File: config.mk
export PLATFORM = sky130hd
export DESIGN_NAME = clkgate_ctrl
export DESIGN_NICKNAME = d
export VERILOG_FILES = /design/src/rtl/clkgate_pkg.sv /design/src/rtl/clkgate.sv /design/src/rtl/clkgate_ch.sv /design/src/rtl/clkgate_ctrl.sv
export SDC_FILE = /design/constraint.sdc
export NUM_CORES = 1
export LEC_CHECK = 0
export CORE_ASPECT_RATIO = 0.7
export CORE_MARGIN = 5
export CORE_UTILIZATION = 60
export CTS_BUF_LIST = sky130_fd_sc_hd__clkbuf_2 sky130_fd_sc_hd__clkbuf_4 sky130_fd_sc_hd__clkbuf_8
export DETAILED_ROUTE_END_ITERATION = 7
export PLACE_DENSITY = 0.83
export SLEW_MARGIN = 20
export SYNTH_ARGS = -nofsm -noshare
export SYNTH_HDL_FRONTEND = slang
export SYNTH_HIERARCHICAL = 1
export SYNTH_SLANG_ARGS = --single-unit
File: constraint.sdc
create_clock -name i_clk -period 3.25 [get_ports i_clk]
set_input_delay 0.325 -clock i_clk [delete_from_list [all_inputs] [get_ports i_clk]]
set_output_delay 0.325 -clock i_clk [all_outputs]
set_load 0.05 [all_outputs]
File: src/rtl/clkgate_pkg.sv
// Shared types for the clock-gating controller.
// Per-channel FSM state encoding.
`timescale 1ns/1ps
package clkgate_pkg;

    typedef enum logic [1:0] {
        ST_OFF  = 2'd0,
        ST_WAKE = 2'd1,
        ST_ON   = 2'd2,
        ST_HOLD = 2'd3
    } ch_state_t;

endpackage

File: src/rtl/clkgate.sv
// Latch-based integrated clock gate cell.
// Enable is captured while clk is low, so lck never glitches.
`timescale 1ns/1ps
module clkgate (
    input  logic i_clk,
    input  logic i_en,
    input  logic i_se,
    output logic o_gclk
);

    logic r_en_lat;

    // Transparent on clk low; frozen for the whole high phase.
    always_latch begin
        if (!i_clk) r_en_lat <= i_en | i_se;
    end

    assign o_gclk = i_clk & r_en_lat;

endmodule

File: src/rtl/clkgate_ch.sv
// One gated-clock channel: wake/idle FSM, hold-off counter, gate cell.
// active/ready are registered from the next state.
`timescale 1ns/1ps
module clkgate_ch
    import clkgate_pkg::*;
#(
    parameter int HOLD_W = 8
) (
    input  logic              i_clk,
    input  logic              i_rst,
    input  logic              i_scan_mode,
    input  logic              i_sw_en,
    input  logic              i_busy,
    input  logic              i_force_on,
    input  logic [HOLD_W-1:0] i_hold,
    output logic              o_lck,
    output logic              o_ready,
    output logic              o_active
);

    ch_state_t         r_state;
    ch_state_t         w_state_nxt;
    logic [HOLD_W-1:0] r_cnt;
    logic [HOLD_W-1:0] w_cnt_nxt;
    logic              r_active;
    logic              r_ready;
    logic              w_req;

    assign w_req = i_busy | i_force_on;

    // Next-state and hold-off count; sw_en low wins in every state.
    always_comb begin
        w_state_nxt = r_state;
        w_cnt_nxt   = r_cnt;
        unique case (r_state)
            ST_OFF: begin
                if (i_sw_en && w_req) w_state_nxt = ST_WAKE;
            end
            ST_WAKE: begin
                w_state_nxt = i_sw_en ? ST_ON : ST_OFF;
            end
            ST_ON: begin
                if (!i_sw_en) begin
                    w_state_nxt = ST_OFF;
                end else if (!w_req) begin
                    if (i_hold == '0) begin
                        w_state_nxt = ST_OFF;
                    end else begin
                        w_state_nxt = ST_HOLD;
                        w_cnt_nxt   = i_hold - HOLD_W'(1);
                    end
                end
            end
            ST_HOLD: begin
                if (!i_sw_en) begin
                    w_state_nxt = ST_OFF;
                end else if (w_req) begin
                    w_state_nxt = ST_ON;
                end else if (r_cnt == '0) begin
                    w_state_nxt = ST_OFF;
                end else begin
                    w_cnt_nxt = r_cnt - HOLD_W'(1);
                end
            end
        endcase
    end

    // State, counter and registered gate enable / ready.
    always_ff @(posedge i_clk or posedge i_rst) begin
        if (i_rst) begin
            r_state  <= ST_OFF;
            r_cnt    <= '0;
            r_active <= 1'b0;
            r_ready  <= 1'b0;
        end else begin
            r_state  <= w_state_nxt;
            r_cnt    <= w_cnt_nxt;
            r_active <= (w_state_nxt != ST_OFF);
            r_ready  <= (w_state_nxt == ST_ON) || (w_state_nxt == ST_HOLD);
        end
    end

    clkgate u_cg (
        .i_clk  (i_clk),
        .i_en   (r_active),
        .i_se   (i_scan_mode),
        .o_gclk (o_lck)
    );

    assign o_active = r_active;
    assign o_ready  = r_ready;

endmodule

File: src/rtl/clkgate_ctrl.sv
// Multi-channel automatic clock-gating controller.
// One independent clkgate_ch per gated clock.
`timescale 1ns/1ps
module clkgate_ctrl
    import clkgate_pkg::*;
#(
    parameter int NCH    = 4,
    parameter int HOLD_W = 8
) (
    input  logic              i_clk,
    input  logic              i_rst,
    input  logic              i_scan_mode,
    input  logic [NCH-1:0]    i_sw_en,
    input  logic [NCH-1:0]    i_busy,
    input  logic [NCH-1:0]    i_force_on,
    input  logic [HOLD_W-1:0] i_hold,
    output logic [NCH-1:0]    o_lck,
    output logic [NCH-1:0]    o_ready,
    output logic [NCH-1:0]    o_active
);

    for (genvar g = 0; g < NCH; g++) begin : g_ch
        clkgate_ch #(
            .HOLD_W (HOLD_W)
        ) u_ch (
            .i_clk       (i_clk),
            .i_rst       (i_rst),
            .i_scan_mode (i_scan_mode),
            .i_sw_en     (i_sw_en[g]),
            .i_busy      (i_busy[g]),
            .i_force_on  (i_force_on[g]),
            .i_hold      (i_hold),
            .o_lck       (o_lck[g]),
            .o_ready     (o_ready[g]),
            .o_active    (o_active[g])
        );
    end

endmodule
==> results_dict.tcl, run 1 <==
set metrics [dict create \
    post_route_cells_drive_above_1_share 0.1111 \
    p_sw_frac 0.4082 \
    worst_path_max_delay_cell "dlxtn_1" \
    nNetsFinal 494 \
    wire_per_inst_um 16.90 \
    cp-start-kind "latch" \
    cts_resized 16 \
    vdd_drop_max_mv 0.3000 \
    die_area_um2 7895 \
    syn_inst 434 \
    synth_seq_cells 52 \
    crit_buf_inv 1 \
    layout_commonest_cell "nor2_1" \
    dp_hpwl_mm 6.392 \
    layout_common_cells "nor2_1, dfrtp_1, nand2_1" \
    maxCapViolations 0 \
    setup_viol 0 \
    async_flop_share 0.9231 \
    cp_max_fo 1 \
    worstPathCellList "and2_1 > buf_2" \
    die_height_um 75.86 \
    firstDrtPassIters 5 \
    grt_overflow 0 \
    p_total_mw 2.365 \
    cp-end-kind "output pin" \
    num_rows 24 \
    clkLatencyLatePin_ps 410 \
    area_delta_synth_final_pct 13.16 \
    wirelength_mm 9.229 \
    synthesis.area_um2 3717 \
    fin_worst_skew_ps 8.027 \
    initialDrtViolationCount 287 \
    antenna_found_initial 0 \
    grt_start_max_net_pins 21 \
    antenna_cells 0 \
    post_dp_cell_area_um2 4083 \
    grt_setup_unrepaired "false" \
    start_util 0.6068 \
    setup_tns_ps 0 \
    synth-main-ff-cell "dfrtp_1" \
    viasPerCell 6.513 \
    ios 35 \
    switchingPower_uw 965.2 \
    synthDistinctLibCells 56 \
    cts_tree "yes" \
    place_congestion 0.8914 \
    p_int_mw 1.399 \
    reg2reg_from "g_ch[2].u_ch/r_state[0]" \
    grt_pass1_vias 3197 \
    critPathRequiredTime_ps 2920 \
    drc_errors 0 \
    synth_edf_count 0 \
    grt_use_total 0.2406 \
    startpoint "g_ch[0].u_ch/u_cg/r_en_lat" \
    grt_pass1_wl_mm 15.28 \
    drtAntennaViolNets 0 \
    hp-class "primary input to async pin" \
    slowest_delay_ps 390 \
    chipWidth_um 104.1 \
    maxSlewViolCount 0 \
    cp_top_family "latches" \
    seqPwrFrac 0.437 \
    cellPowerDensity_nw_per_um2 562.1 \
    hold_viol 0 \
    holdWs_ps 332.7 \
    cts_hold_buf 0 \
    coreArea_um2 6126 \
    path_clk_slew_ps 100 \
    place_ws_ps 41.57 \
    path_class "latch to output pin" \
    io_buffers 34 \
    cp_data_arrival_time_ps 2830 \
    worst_pin_slew_ps 771.0 \
    design_area_um2 4207 \
    p_clk_frac 0.311 \
    relSlewSlack 0.4860 \
    synth.avg_cell_area_um2 8.565 \
    layout_setup_ws_ps 96.82 \
    status "complete, no violations" \
    p_leak_nw 1.731 \
    ys_warn_count 6 \
    synth_nets 461 \
    pwr-share-comb 0.252 \
    postCtsSetupBuffers 0 \
    dr_total_vias 3556 \
]
==> metal layers <==
metal / wire [µm] / global-route usage
met3: 707 / 0.06097
met1: 4237 / 0.3197
met4: 141 / 0.09339
met2: 4142 / 0.3856
met5: 0 / 0
==> cell usage after synthesis, types with 4 or more instances <==
library cell  instances  area (µm²)
nor2_1               49       183.9
dfrtp_1              48        1201
nand2_1              46       172.7
a21oi_1              32       160.2
mux2i_1              17       170.2
inv_1                16       60.06
nor3_1               16       80.08
o21ai_0              16       80.08
nand3_1              15       75.07
and2_1               11       68.82
o21ai_1              10       50.05
and3_1                9       56.30
o31ai_1               9       67.56
a311oi_1              8       70.07
a31oi_1               8       50.05
buf_2                 6       30.03
buf_6                 6       67.56
clkbuf_1              6       22.52
nor3_2                6       60.06
o2111ai_1             5       43.79
o22ai_1               5       31.28
and4b_1               4       40.04
dlxtn_1               4       60.06
ha_1                  4       50.05
nand4b_1              4       35.03
nor2b_1               4       25.02
o22a_4                4       70.07
or2_1                 4       25.02
==> per-stage QoR <==
stage | cells | utilization
CTS | 546 | 0.6893
floorplan | 434 | -
detailed placement | 534 | 0.6665
finish | 546 | 0.6867
global route | 546 | 0.6867
global placement | 534 | 0.6665
==> power by group through the flow <==
stage	Sequential (mW)	Combinational [mW]	Clock, mW
after floorplan	1.01	0.423	0.167
after detailed placement	1.04	0.594	0.236
after global routing	1.06	0.659	0.800
final	1.03	0.596	0.736
after global placement	1.03	0.568	0.236
after CTS	1.03	0.592	0.782
==> worst register-to-register path: stages (launching register included) <==
cell     delay, ps
dfrtp_1        480
nand2_1        460
mux2i_1        300
ha_1           340
or4b_1         480
nor2_1         100
nor2_1          60
o22ai_1        140
a21oi_1         90
==> registers in the layout, indices dropped and copies added, names as in the netlist <==
register                 cells
g_ch.u_ch/o_ready            4
g_ch.u_ch/r_cnt             32
g_ch.u_ch/r_state            8
g_ch.u_ch/o_active           4
g_ch.u_ch/u_cg/r_en_lat      4
==> cell families (layout without fill, tap and decap cells) <==
logic type,after synthesis,after routing,synth area share
mux,21,21,0.05789
latches,4,4,0.01616
flops,48,48,0.3231
compound gates,128,128,0.2572
buf+inv,35,69,0.04981
fa+ha+maj,4,4,0.01346
xor+xnor,3,3,0.007070
simple gates,191,191,0.2753
==> worst paths after layout <==
path | endpoint | slack (ps) | cells after the start
worst min-delay path | g_ch[1].u_ch/r_cnt[6] | 330 | 2
worst min register to register | g_ch[3].u_ch/r_cnt[0] | 510 | 2
min in group i_clk | g_ch[3].u_ch/r_cnt[0] | 510 | 2
worst max register to register | g_ch[2].u_ch/r_cnt[6] | 690 | 8
max in group asynchronous | g_ch[2].u_ch/r_cnt[1] | 2560 | 2
worst max-delay path | o_lck[0] | 100 | 2
==> cell type report <==
type,count,area [µm²]
Multi-Input combinational cell,347,2271
Sequential cell,52,1261
Timing Repair Buffer,37,352.8
Clock inverter,1,5.005
Fill cell,495,1919
Clock buffer,15,158.9
Inverter,16,60.06
Tap cell,78,97.59
Note: power is estimated with default switching activity, not from simulation.
==> run 2, diff against run 1 <==
CAP_MARGIN = 20   (was not set)
==> results of run 2 <==
Same layout as run 1: the final DEF is identical, and so are final timing and power.
==> run 3, diff against run 2 <==
CORE_UTILIZATION = 63   (was 60)
DONT_BUFFER_PORTS = 1   (was not set)
PLACE_DENSITY = 0.79   (was 0.83)
clock period = 3.65 ns   (was 3.25 ns; I/O delays follow)
==> run 3 against run 2 <==
Total power shrank 15%. Flip-flop and latch count is the same. Die area shrank 4.2%. Global-route usage grew 0.40 points. Register-to-register slack gained 270 ps. Cell count shrank 7.9%. Sequential power shrank 7%. Largest power group unchanged. Setup slack gained 110 ps. Via count shrank 6.6%. Non-clock buffer count shrank 36.
==> results_dict.tcl, run 3 (synthesized netlist as in run 1, its figures left out) <==
set metrics [dict create \
    grt_pass1_wl_mm 14.31 \
    crit_buf_inv 0 \
    die_area_um2 7561 \
    grt_start_max_net_pins 22 \
    maxCapViolations 0 \
    status "complete, no violations" \
    top_regs "g_ch.u_ch/r_cnt: 32 flops, g_ch.u_ch/r_state: 8 flops" \
    ios 35 \
    drtAntennaViolNets 0 \
    setup_tns_ps 0 \
    nNetsFinal 454 \
    fin_worst_skew_ps 2.885 \
    hp-class "primary input to register" \
    cp_top_family "simple AND/OR/NAND/NOR gates" \
    path_clk_slew_ps 100 \
    firstDrtPassIters 6 \
    top_register "g_ch.u_ch/r_cnt" \
    cts_tree "yes" \
    relSlewSlack 0.5089 \
    grt_setup_unrepaired "false" \
    cp-start-kind "latch" \
    grt_use_total 0.2445 \
    area_delta_synth_final_pct 3.366 \
    antenna_cells 0 \
    cp-end-kind "output pin" \
    slowest_delay_ps 430 \
    layout_common_cells "nor2_1, dfrtp_1, nand2_1" \
    holdWs_ps 88.19 \
    initialDrtViolationCount 276 \
    layout_commonest_cell "nor2_1" \
    grt_overflow 0 \
    p_leak_nw 1.568 \
    drc_errors 0 \
    place_congestion 0.8688 \
    postCtsSetupBuffers 0 \
    wire_per_inst_um 17.51 \
    clkLatencyLatePin_ps 430 \
    worst_path_max_delay_cell "and2_1" \
    cp_data_arrival_time_ps 3080 \
    cp_max_fo 1 \
    io_buffers 0 \
    antenna_found_initial 0 \
    post_dp_cell_area_um2 3686 \
    viasPerCell 6.604 \
    path_class "latch to output pin" \
    worstPathCellList "and2_1" \
    worst_pin_slew_ps 736.7 \
    dp_hpwl_mm 6.099 \
    setup_viol 0 \
    wirelength_mm 8.808 \
    maxSlewViolCount 0 \
    largest_reg_flops 32 \
    die_height_um 74.27 \
    post_route_cells_drive_above_1_share 0.09579 \
    grt_pass1_vias 2919 \
    coreArea_um2 5727 \
    cellPowerDensity_nw_per_um2 523.1 \
    critPathRequiredTime_ps 3280 \
    chipWidth_um 101.8 \
    num_rows 23 \
    design_area_um2 3842 \
    hold_viol 0 \
    dr_total_vias 3322 \
    start_util 0.6491 \
    vdd_drop_max_mv 0.2523 \
    cts_resized 0 \
]
-- run 3: metal layers --
metal	wire [µm]	GRT usage	part of all wire	vias to the layer above
li1	-	-	-	1601
met1	3925	0.3493	0.45	1552
met2	3992	0.3638	0.45	152
met3	737	0.05998	0.084	17
met4	153	0.08879	0.017	0
met5	0	0	0	-
-- run 3: worst paths after layout --
kind,depth (start not counted),from,end,slack [ps]
worst max-delay path,1,g_ch[0].u_ch/u_cg/r_en_lat,o_lck[0],200
worst min-delay path,2,i_hold[6],g_ch[3].u_ch/r_cnt[6],90
worst max register to register,1,g_ch[3].u_ch/o_active,g_ch[3].u_ch/u_cg/r_en_lat,960
worst min register to register,2,g_ch[3].u_ch/r_cnt[0],g_ch[3].u_ch/r_cnt[0],510
max in group asynchronous,2,i_rst,g_ch[1].u_ch/r_cnt[4],2840
min in group asynchronous,2,i_rst,g_ch[3].u_ch/o_active,470
-- run 3: repair_timing --
action,4_1_cts,5_1_grt
hold buffers,1,0
hold endpoints to repair,48,0
endpoints found under the setup margin,0,0
-- run 3: cell type report --
| type | instances | area, µm² |
|---|---|---|
| fillers | 449 | 1884 |
| well taps | 75 | 93.84 |
| repair buffers | 1 | 10.01 |
| flip-flops and latches | 52 | 1261 |
| multi-input cells | 347 | 2271 |
| clock buffers | 9 | 123.9 |
| inverters | 16 | 60.06 |
| clock inverters | 3 | 22.52 |
-- run 3: through the flow --
stage	utilization	std cells	worst slack [ps]	total power, mW
final	0.6710	503	204.0	2.010
after detailed placement	0.6437	490	672.2	1.532
after global routing	0.6710	503	147.3	2.134
after global placement	0.6437	490	678.6	1.504
after floorplan	-	434	681.8	1.424
after CTS	0.6710	503	192.5	2.016
-- run 3: power breakdown --
| group | internal [mW] | total (mW) | switching (mW) |
|---|---|---|---|
| clock network | 0.249 | 0.629 | 0.380 |
| registers | 0.723 | 0.953 | 0.230 |
| logic | 0.202 | 0.428 | 0.227 |
| total | 1.17 | 2.01 | 0.836 |
